`config.mk`:
```
export PLATFORM = sky130hd
export DESIGN_NAME = hazard_scoreboard
export DESIGN_NICKNAME = d
export VERILOG_FILES = /design/src/rtl/hazard_scoreboard.sv
export SDC_FILE = /design/constraint.sdc
export NUM_CORES = 1
export LEC_CHECK = 0
export BUFFER_PORTS_ARGS = -buffer_cell sky130_fd_sc_hd__buf_2
export CORE_UTILIZATION = 52
export CTS_CLUSTER_SIZE = 40
export DETAILED_ROUTE_END_ITERATION = 10
export PLACE_DENSITY = 0.84
export REMOVE_ABC_BUFFERS = 1
export SLEW_MARGIN = 10
export SYNTH_ARGS = -nofsm -noshare
export SYNTH_HDL_FRONTEND = slang
export SYNTH_SLANG_ARGS = --single-unit
```
`constraint.sdc`:
```
create_clock -name clk -period 3.2 [get_ports clk]
set_input_delay 0.16 -clock clk [delete_from_list [all_inputs] [get_ports clk]]
set_output_delay 0.16 -clock clk [all_outputs]
set_load 0.02 [all_outputs]
```
`src/rtl/hazard_scoreboard.sv`:
```
// Purpose : scoreboarded hazard unit; tracks in-flight writers for NSTAGE post-decode stages,
//           derives Tuse/Tnew stalls, D/E/M forwarding selects, E bubble and an MD busy countdown.
// Latency : all outputs are combinational from scoreboard state and D-stage inputs; state updates each clk.
// Backpressure: a stall freezes PC and F/D (pc_en=d_en=0) and injects a bubble into E (flush_e=1).
// Ports   : clk/reset (sync, active-high), clear (invalidate entries), D-stage instruction fields in,
//           pc_en/d_en/flush_e, fwd_* selects (0=RF/pipeline, k=stage k result), md_busy, perf_* counters.
// Optional: define HAZARD_PERF_EN to enable the perf_stall/perf_md_stall cycle counters (else tied to 0).
module hazard_scoreboard #(
    parameter int NSTAGE   = 3,
    parameter int TW       = 3,
    parameter int MULT_LAT = 5,
    parameter int DIV_LAT  = 10,
    localparam int FSW     = $clog2(NSTAGE + 1)
) (
    input  logic           clk,
    input  logic           reset,
    input  logic           clear,
    input  logic           valid_d,
    input  logic [4:0]     rs_d,
    input  logic [4:0]     rt_d,
    input  logic [4:0]     dst_d,
    input  logic           wr_d,
    input  logic [TW-1:0]  tnew_d,
    input  logic [TW-1:0]  tuse_rs_d,
    input  logic [TW-1:0]  tuse_rt_d,
    input  logic           md_start_d,
    input  logic           md_div_d,
    input  logic           md_use_d,
    output logic           pc_en,
    output logic           d_en,
    output logic           flush_e,
    output logic [FSW-1:0] fwd_rs_d,
    output logic [FSW-1:0] fwd_rt_d,
    output logic [FSW-1:0] fwd_rs_e,
    output logic [FSW-1:0] fwd_rt_e,
    output logic           fwd_rt_m,
    output logic           md_busy,
    output logic [31:0]    perf_stall,
    output logic [31:0]    perf_md_stall
);

    localparam int MD_MAX = (MULT_LAT > DIV_LAT) ? MULT_LAT : DIV_LAT;
    localparam int CW     = $clog2(MD_MAX + 1);

    // Scoreboard: index 1 = E, NSTAGE = W.
    logic [NSTAGE:1] vld_q;
    logic [NSTAGE:1] wr_q;
    logic [4:0]      dst_q  [NSTAGE:1];
    logic [TW-1:0]   tnew_q [NSTAGE:1];
    // E-only fields: sources for E-stage forwarding, MD start info for the countdown.
    logic [4:0]      rs1_q;
    logic [4:0]      rt1_q;
    logic            mds1_q;
    logic            mdd1_q;

    logic [CW-1:0]   md_cnt_q;
    logic [CW-1:0]   md_cnt_d;

    logic [NSTAGE:1] m_rs_d;   // stage s writes rs_d
    logic [NSTAGE:1] m_rt_d;   // stage s writes rt_d
    logic [NSTAGE:2] m_rs_e;   // stage s writes the E-stage rs
    logic [NSTAGE:2] m_rt_e;   // stage s writes the E-stage rt
    logic [NSTAGE:2] rdy;      // stage s result already produced
    logic            stall;
    logic            md_stall;
    logic            stall_any;

    always_comb begin
        m_rs_d = '0;
        m_rt_d = '0;
        m_rs_e = '0;
        m_rt_e = '0;
        rdy    = '0;
        for (int s = 1; s <= NSTAGE; s++) begin
            m_rs_d[s] = vld_q[s] && wr_q[s] && (dst_q[s] != 5'd0) && (dst_q[s] == rs_d);
            m_rt_d[s] = vld_q[s] && wr_q[s] && (dst_q[s] != 5'd0) && (dst_q[s] == rt_d);
        end
        for (int s = 2; s <= NSTAGE; s++) begin
            m_rs_e[s] = vld_q[s] && wr_q[s] && (dst_q[s] != 5'd0) && (dst_q[s] == rs1_q);
            m_rt_e[s] = vld_q[s] && wr_q[s] && (dst_q[s] != 5'd0) && (dst_q[s] == rt1_q);
            rdy[s]    = (tnew_q[s] == '0);
        end
    end

    always_comb begin
        stall = 1'b0;
        if (valid_d) begin
            for (int s = 1; s <= NSTAGE; s++) begin
                if ((m_rs_d[s] && (tuse_rs_d < tnew_q[s])) ||
                    (m_rt_d[s] && (tuse_rt_d < tnew_q[s]))) begin
                    stall = 1'b1;
                end
            end
        end
    end

    assign md_busy   = (md_cnt_q != '0);
    // An MD start still sitting in E has not loaded the countdown yet, so it blocks too.
    assign md_stall  = valid_d && md_use_d && (md_busy || (vld_q[1] && mds1_q));
    assign stall_any = stall || md_stall;
    assign pc_en     = ~stall_any;
    assign d_en      = ~stall_any;
    assign flush_e   = stall_any;

    // Scan oldest to youngest so the youngest ready writer is the last one assigned.
    always_comb begin
        fwd_rs_d = '0;
        fwd_rt_d = '0;
        fwd_rs_e = '0;
        fwd_rt_e = '0;
        // D readers skip W: the register file writes through in the same cycle.
        for (int k = NSTAGE - 1; k >= 2; k--) begin
            if (m_rs_d[k] && rdy[k]) fwd_rs_d = FSW'(k);
            if (m_rt_d[k] && rdy[k]) fwd_rt_d = FSW'(k);
        end
        for (int k = NSTAGE; k >= 2; k--) begin
            if (m_rs_e[k] && rdy[k]) fwd_rs_e = FSW'(k);
            if (m_rt_e[k] && rdy[k]) fwd_rt_e = FSW'(k);
        end
    end

    assign fwd_rt_m = vld_q[NSTAGE] && wr_q[NSTAGE] && (dst_q[NSTAGE] != 5'd0) &&
                      (dst_q[NSTAGE] == dst_q[2]) && rdy[NSTAGE] && vld_q[2];

    always_ff @(posedge clk) begin
        if (reset || clear) begin
            vld_q  <= '0;
            wr_q   <= '0;
            rs1_q  <= '0;
            rt1_q  <= '0;
            mds1_q <= 1'b0;
            mdd1_q <= 1'b0;
            for (int s = 1; s <= NSTAGE; s++) begin
                dst_q[s]  <= '0;
                tnew_q[s] <= '0;
            end
        end else begin
            for (int s = 2; s <= NSTAGE; s++) begin
                vld_q[s]  <= vld_q[s-1];
                wr_q[s]   <= wr_q[s-1];
                dst_q[s]  <= dst_q[s-1];
                tnew_q[s] <= (tnew_q[s-1] == '0) ? '0 : tnew_q[s-1] - TW'(1);
            end
            if (valid_d && !stall_any) begin
                vld_q[1]  <= 1'b1;
                wr_q[1]   <= wr_d;
                dst_q[1]  <= dst_d;
                tnew_q[1] <= tnew_d;
                rs1_q     <= rs_d;
                rt1_q     <= rt_d;
                mds1_q    <= md_start_d;
                mdd1_q    <= md_div_d;
            end else begin
                // Bubble: zeroed fields keep E-stage forwarding selects at 0.
                vld_q[1]  <= 1'b0;
                wr_q[1]   <= 1'b0;
                dst_q[1]  <= '0;
                tnew_q[1] <= '0;
                rs1_q     <= '0;
                rt1_q     <= '0;
                mds1_q    <= 1'b0;
                mdd1_q    <= 1'b0;
            end
        end
    end

    // Countdown starts when the MD op leaves E; a later start simply reloads it.
    always_comb begin
        md_cnt_d = md_cnt_q;
        if (vld_q[1] && mds1_q) begin
            md_cnt_d = mdd1_q ? CW'(DIV_LAT) : CW'(MULT_LAT);
        end else if (md_busy) begin
            md_cnt_d = md_cnt_q - CW'(1);
        end
    end

    always_ff @(posedge clk) begin
        if (reset) begin
            md_cnt_q <= '0;
        end else begin
            md_cnt_q <= md_cnt_d;
        end
    end

`ifdef HAZARD_PERF_EN
    logic [31:0] perf_stall_q;
    logic [31:0] perf_md_stall_q;

    always_ff @(posedge clk) begin
        if (reset) begin
            perf_stall_q    <= '0;
            perf_md_stall_q <= '0;
        end else begin
            if (stall)    perf_stall_q    <= perf_stall_q + 32'd1;
            if (md_stall) perf_md_stall_q <= perf_md_stall_q + 32'd1;
        end
    end

    assign perf_stall    = perf_stall_q;
    assign perf_md_stall = perf_md_stall_q;
`else
    assign perf_stall    = '0;
    assign perf_md_stall = '0;
`endif

endmodule

```
* Yosys cells after proc, flatten, opt, wreduce, memory -nomap -nowiden
Memories as Yosys holds them, arrays and structs flattened.
Index checks and enable logic that the tools add are counted.
** Operators by class
- Add/subtract/negate cells :: 3
- Multiply operators :: 0
- Divide/modulo/power cells :: 0
- $lt $le $gt $ge :: 6
- Equal/unequal tests :: 11
- Shifts and indexed selects :: 0
- Multiplexer cells :: 32
- Bitwise gates (word level) :: 10
- Reduce and logical (&&, ||, !) cells :: 51
** Operators by type and width (number)
- == test 5 bit :: 11
- logical AND 1 bit :: 35
- two-way mux 5 bit :: 4
- less-than comparator 3 bit :: 6
- two-way mux 3 bit :: 6
- nonzero test 5 bit :: 3
- two-way mux 1 bit :: 13
- two-way mux 2 bit :: 6
- two-way mux 4 bit :: 3
- zero test 3 bit :: 3
- OR 1 bit :: 8
- logical OR 1 bit :: 6
- subtractor 3 x 1 -> 3 bit, second input constant :: 2
- nonzero test 4 bit :: 1
- subtractor 4 x 1 -> 4 bit, second input constant :: 1
- NOT 1 bit :: 2
- nonzero test 2 bit :: 1
- OR reduction 2 bit :: 1
- zero test 1 bit :: 1
** Storage, ports and cells
- Bits in registers :: 22
- Latch bits :: 0
- Bits in writable memories :: 24
- Memory bits (read-only) :: 0
- Input bits :: 32
- Output and inout port bits :: 77
- Word-level logic and storage cells :: 123
- Memories kept :: 2
** Memory list
- dst_q :: depth 3, bits a word 5, read ports 3, clocked after memory_dff 0, write ports 3, RTL line 48 : logic [4:0] dst_q [NSTAGE:1];
- tnew_q :: depth 3, bits a word 3, read ports 3, clocked after memory_dff 0, write ports 3, RTL line 49 : logic [TW-1:0] tnew_q [NSTAGE:1];

* Longest topological paths before layout
An unclocked memory read counts as a cell.
- Depth after elaboration :: 18
- Mapped depth :: 9
- Mapped depth without buffers :: 7

* Least setup slack after synthesis
OpenSTA, ideal clock, no wires.
- Kind :: register to output
- Start :: register tnew_q[0][10] (netlist name)
- End :: output port pc_en
- Data arrival time :: 2384 ps
- Required time :: 3040 ps
- Setup slack :: 656 ps
- Cell stages (with the launch flop) :: 10
- Path buffers :: 2
- Path through :: dfxtp_1 -> inv_1 -> ha_1 -> or3b_2 -> o211ai_1 -> nand4_1 -> a21oi_1 -> clkbuf_1 -> o31ai_2 -> buf_4
** RTL lines
- end, declared :: RTL line 29 : output logic pc_en,

==> impl_metrics.csv <==
group,metric,value,unit
outcome,status,"complete, no violations",
cts,cts_root_buffer,"clkbuf_8",
cts,numCtsBuffers,5,
pwr,p_per_area,451,nW/um^2
detailed_routing,ant_nets,0,
setup_path,cp.arrival,2.65,ns
cts,holdBufCountCts,0,
layout,final_cell_mix,"conb_1, buf_2, dfxtp_1",
detailed_routing,drt-total-wl,6.86,mm
setup_path,r2r_end,"vld_q[1]$_SDFF_PP0_",
setup_path,reg2reg_slack,0.67,ns
global_routing,grt_usage,21.8,%
yosys,yosys_warnings,0,
layout,antenna_cells,0,
global_routing,grt-ovfl-total,0,
sta,hold_violations,0,
sta,finClkSkew,0.00831,ns
setup_path,setup.worst_path.class,"flop to output port",
sta,tns,0,ns
setup_path,r2r_cells,6,
cts,clock_latency,0.30,ns
sta,worst_slew_margin_rel,51.0,%
pwr,switching_share,36.4,%
sta,tightest_slew,0.735,ns
detailed_routing,viasPerCell,5.13,
floorplan,start_util,55.3,%
layout,regArea,1000,sq um
cts,cts_resized,0,
pwr,peakVddDrop,0.322,mV
placed_design,io_buffers,42,
sta,setup_viol,0,
yosys,synthArstFlopShare,0,%
yosys,postSynthCellCount,364,
cts,postCtsSetupBuffers,0,
setup_path,required,3.04,ns
sta,fin_ws,0.394,ns
setup_path,crit_fanout,14,
yosys,synth_area,3370,sq um
layout,multi_input_area,1980,sq um
setup_path,r2r-start,"dst_q[0][13]$_SDFF_PP0_",
placed_design,routabilityCongestion,0.884,
sta,period_needed,2.81,ns
sta,rsz0062_at_grt,"no",
detailed_routing,num_vias,2455,
layout,utilization,56.7,%
global_routing,grt_pass1_wl,10.9,mm
sta,fmax,356,MHz
yosys,synth-seq-cells,46,
detailed_routing,drcViolationCount,0,
cts,path_clk_slew,0.08,ns
global_routing,grt_antenna_before_repair,0,
cts,cts-htree-levels,2,
pwr,pwr-share-clk,23.7,%
sta,holdWs,0.0901,ns
floorplan,die_h,82.5,um
min_path,hold_class,"primary input to flop",
layout,drive_gt1_share,20.3,%
detailed_routing,drt_pre_antenna_iters,4,
global_routing,first_global_vias,2306,
min_path,hp-start,"wr_d",
floorplan,core,6100,sq um
cts,cts.sinks,46,
pwr,switching_power,0.568,mW
placed_design,hpwl,5.34,mm
cts,clock_path_buffers,2,
pwr,power_frac_seq,43.5,%
yosys,synth_edf_count,8,
global_routing,grt_max_degree,25,
setup_path,worst_setup_path_end_kind,"output port",
sta,finalMaxSlewViolations,0,
sta,min_period_over_period,87.7,%
yosys,synth_cell_types,42,
yosys,postSynthAreaPerCell,9.25,sq um
layout,final_common_cell,"conb_1",
layout,n_fill_cell,564,
floorplan,pin_count,109,
pwr,combPwrFrac,32.9,%
placed_design,dpl_worst_slack,0.672,ns
detailed_routing,drtIter0Drc,206,
detailed_routing,wl_per_cell,14.3,um
min_path,min_delay_worst_endpoint,"wr_q[1]$_SDFF_PP0_",
min_path,hold_depth,3,
yosys,synth_ff_type,"dfxtp_1",
pwr,cell_internal_pwr,0.991,mW
job,maxCapViolCount,0,
cts,cts_tree,"done",
setup_path,crit_path_start_kind,"flop",
pwr,leakage,1.56,nW
yosys,yosysSeqAreaShare,29.7,%
layout,areaGrowthSynthToFinish,2.64,%
floorplan,die_w,82.5,um
layout,fin_nets,453,
floorplan,dieArea,6800,sq um
floorplan,num_rows,28,
## registers in the layout (all words and copies together), names as in the netlist
name and cells:
dst_q 15, md_cnt_q 4, mdd1_q 1, mds1_q 1, rs1_q 5, rt1_q 5
tnew_q 9, vld_q 3, wr_q 3
## worst max-delay path, cell delays in order, from the launching register on
cell	delay, ns
dfxtp_1	0.54
xor2_1	0.11
or4_1	0.54
a2111oi_0	0.39
a221o_2	0.44
o31a_1	0.16
buf_2	0.15
## cell usage after synthesis (2+ instances only)
cell | instances | area [sq um]
a21oi_1 | 5 | 25.0
inv_1 | 12 | 45.0
xor2_1 | 29 | 254
nand2_1 | 26 | 97.6
a21o_1 | 2 | 15.0
conb_1 | 2 | 7.51
nor4_1 | 11 | 68.8
buf_6 | 4 | 45.0
nand4_1 | 6 | 37.5
o21ai_0 | 2 | 10.0
buf_4 | 68 | 510
or4_1 | 2 | 15.0
nand3_1 | 5 | 25.0
nor3_1 | 11 | 55.1
nor2_1 | 10 | 37.5
nor4_2 | 17 | 213
nor3b_1 | 2 | 15.0
clkbuf_1 | 10 | 37.5
ha_1 | 18 | 225
and2_1 | 17 | 106
or2_2 | 2 | 12.5
buf_2 | 5 | 25.0
xnor2_1 | 29 | 254
dfxtp_1 | 38 | 761
nor4_4 | 2 | 42.5
o41ai_1 | 2 | 17.5
nand2b_1 | 3 | 18.8
o211ai_1 | 3 | 22.5
edfxtp_1 | 8 | 240
## cell families (layout without fill, tap and decap cells)
family,Yosys count,in the layout,share of synthesized area (%)
other,2,74,0.223
and+or+nand+nor,118,118,23.2
buffers and inverters,99,67,19.7
adders and majority gates,18,18,6.69
DFF,46,46,29.7
xor gates and xnor gates,58,58,15.1
AOI/OAI and AO/OA,23,23,5.39
## through the flow
stage | instance area, sq um | cells | power, mW
floorplan | 3020 | 349 | 1.07
global placement | 3370 | 471 | 1.18
detailed placement | 3370 | 471 | 1.20
CTS | 3460 | 479 | 1.57
global route | 3460 | 479 | 1.66
finish | 3460 | 479 | 1.56
## metal layers
layer	GRT usage (%)	routed length, um	vias up
met1	25.4	2730	1171
met5	0	0	-
li1	-	-	1171
met4	8.25	173	0
met3	4.07	398	15
met2	39.2	3550	98
## worst max-delay path by stage
stage,startpoint,endpoint,slack [ns],depth (start not counted)
after floorplan,tnew_q[0][10]$_SDFF_PP0_,d_en,-0.26,7
after global placement,dst_q[0][13]$_SDFF_PP0_,vld_q[1]$_SDFF_PP0_,0.75,6
after detailed placement,dst_q[0][13]$_SDFF_PP0_,vld_q[1]$_SDFF_PP0_,0.67,6
after CTS,dst_q[0][13]$_SDFF_PP0_,flush_e,0.37,6
after global routing,dst_q[0][13]$_SDFF_PP0_,flush_e,0.21,6
final,dst_q[0][13]$_SDFF_PP0_,flush_e,0.39,6
## power by group through the flow
stage / logic (mW) / clock network, mW / registers, mW
5_1_grt: 0.575 / 0.399 / 0.683
6_report: 0.512 / 0.369 / 0.677
3_5_place_dp: 0.509 / 0 / 0.691
3_3_place_gp: 0.495 / 0 / 0.687
4_1_cts: 0.513 / 0.377 / 0.677
2_1_floorplan: 0.390 / 0 / 0.678
## layout make-up
type	count	area share, %
clock inverter	1	0.145
inverter	12	1.30
tap	75	2.71
clock buffer	7	2.50
sequential	46	29.0
timing repair buffer	47	7.17
multi-input combinational	291	57.2
Note: power is estimated with default switching activity, not from simulation.
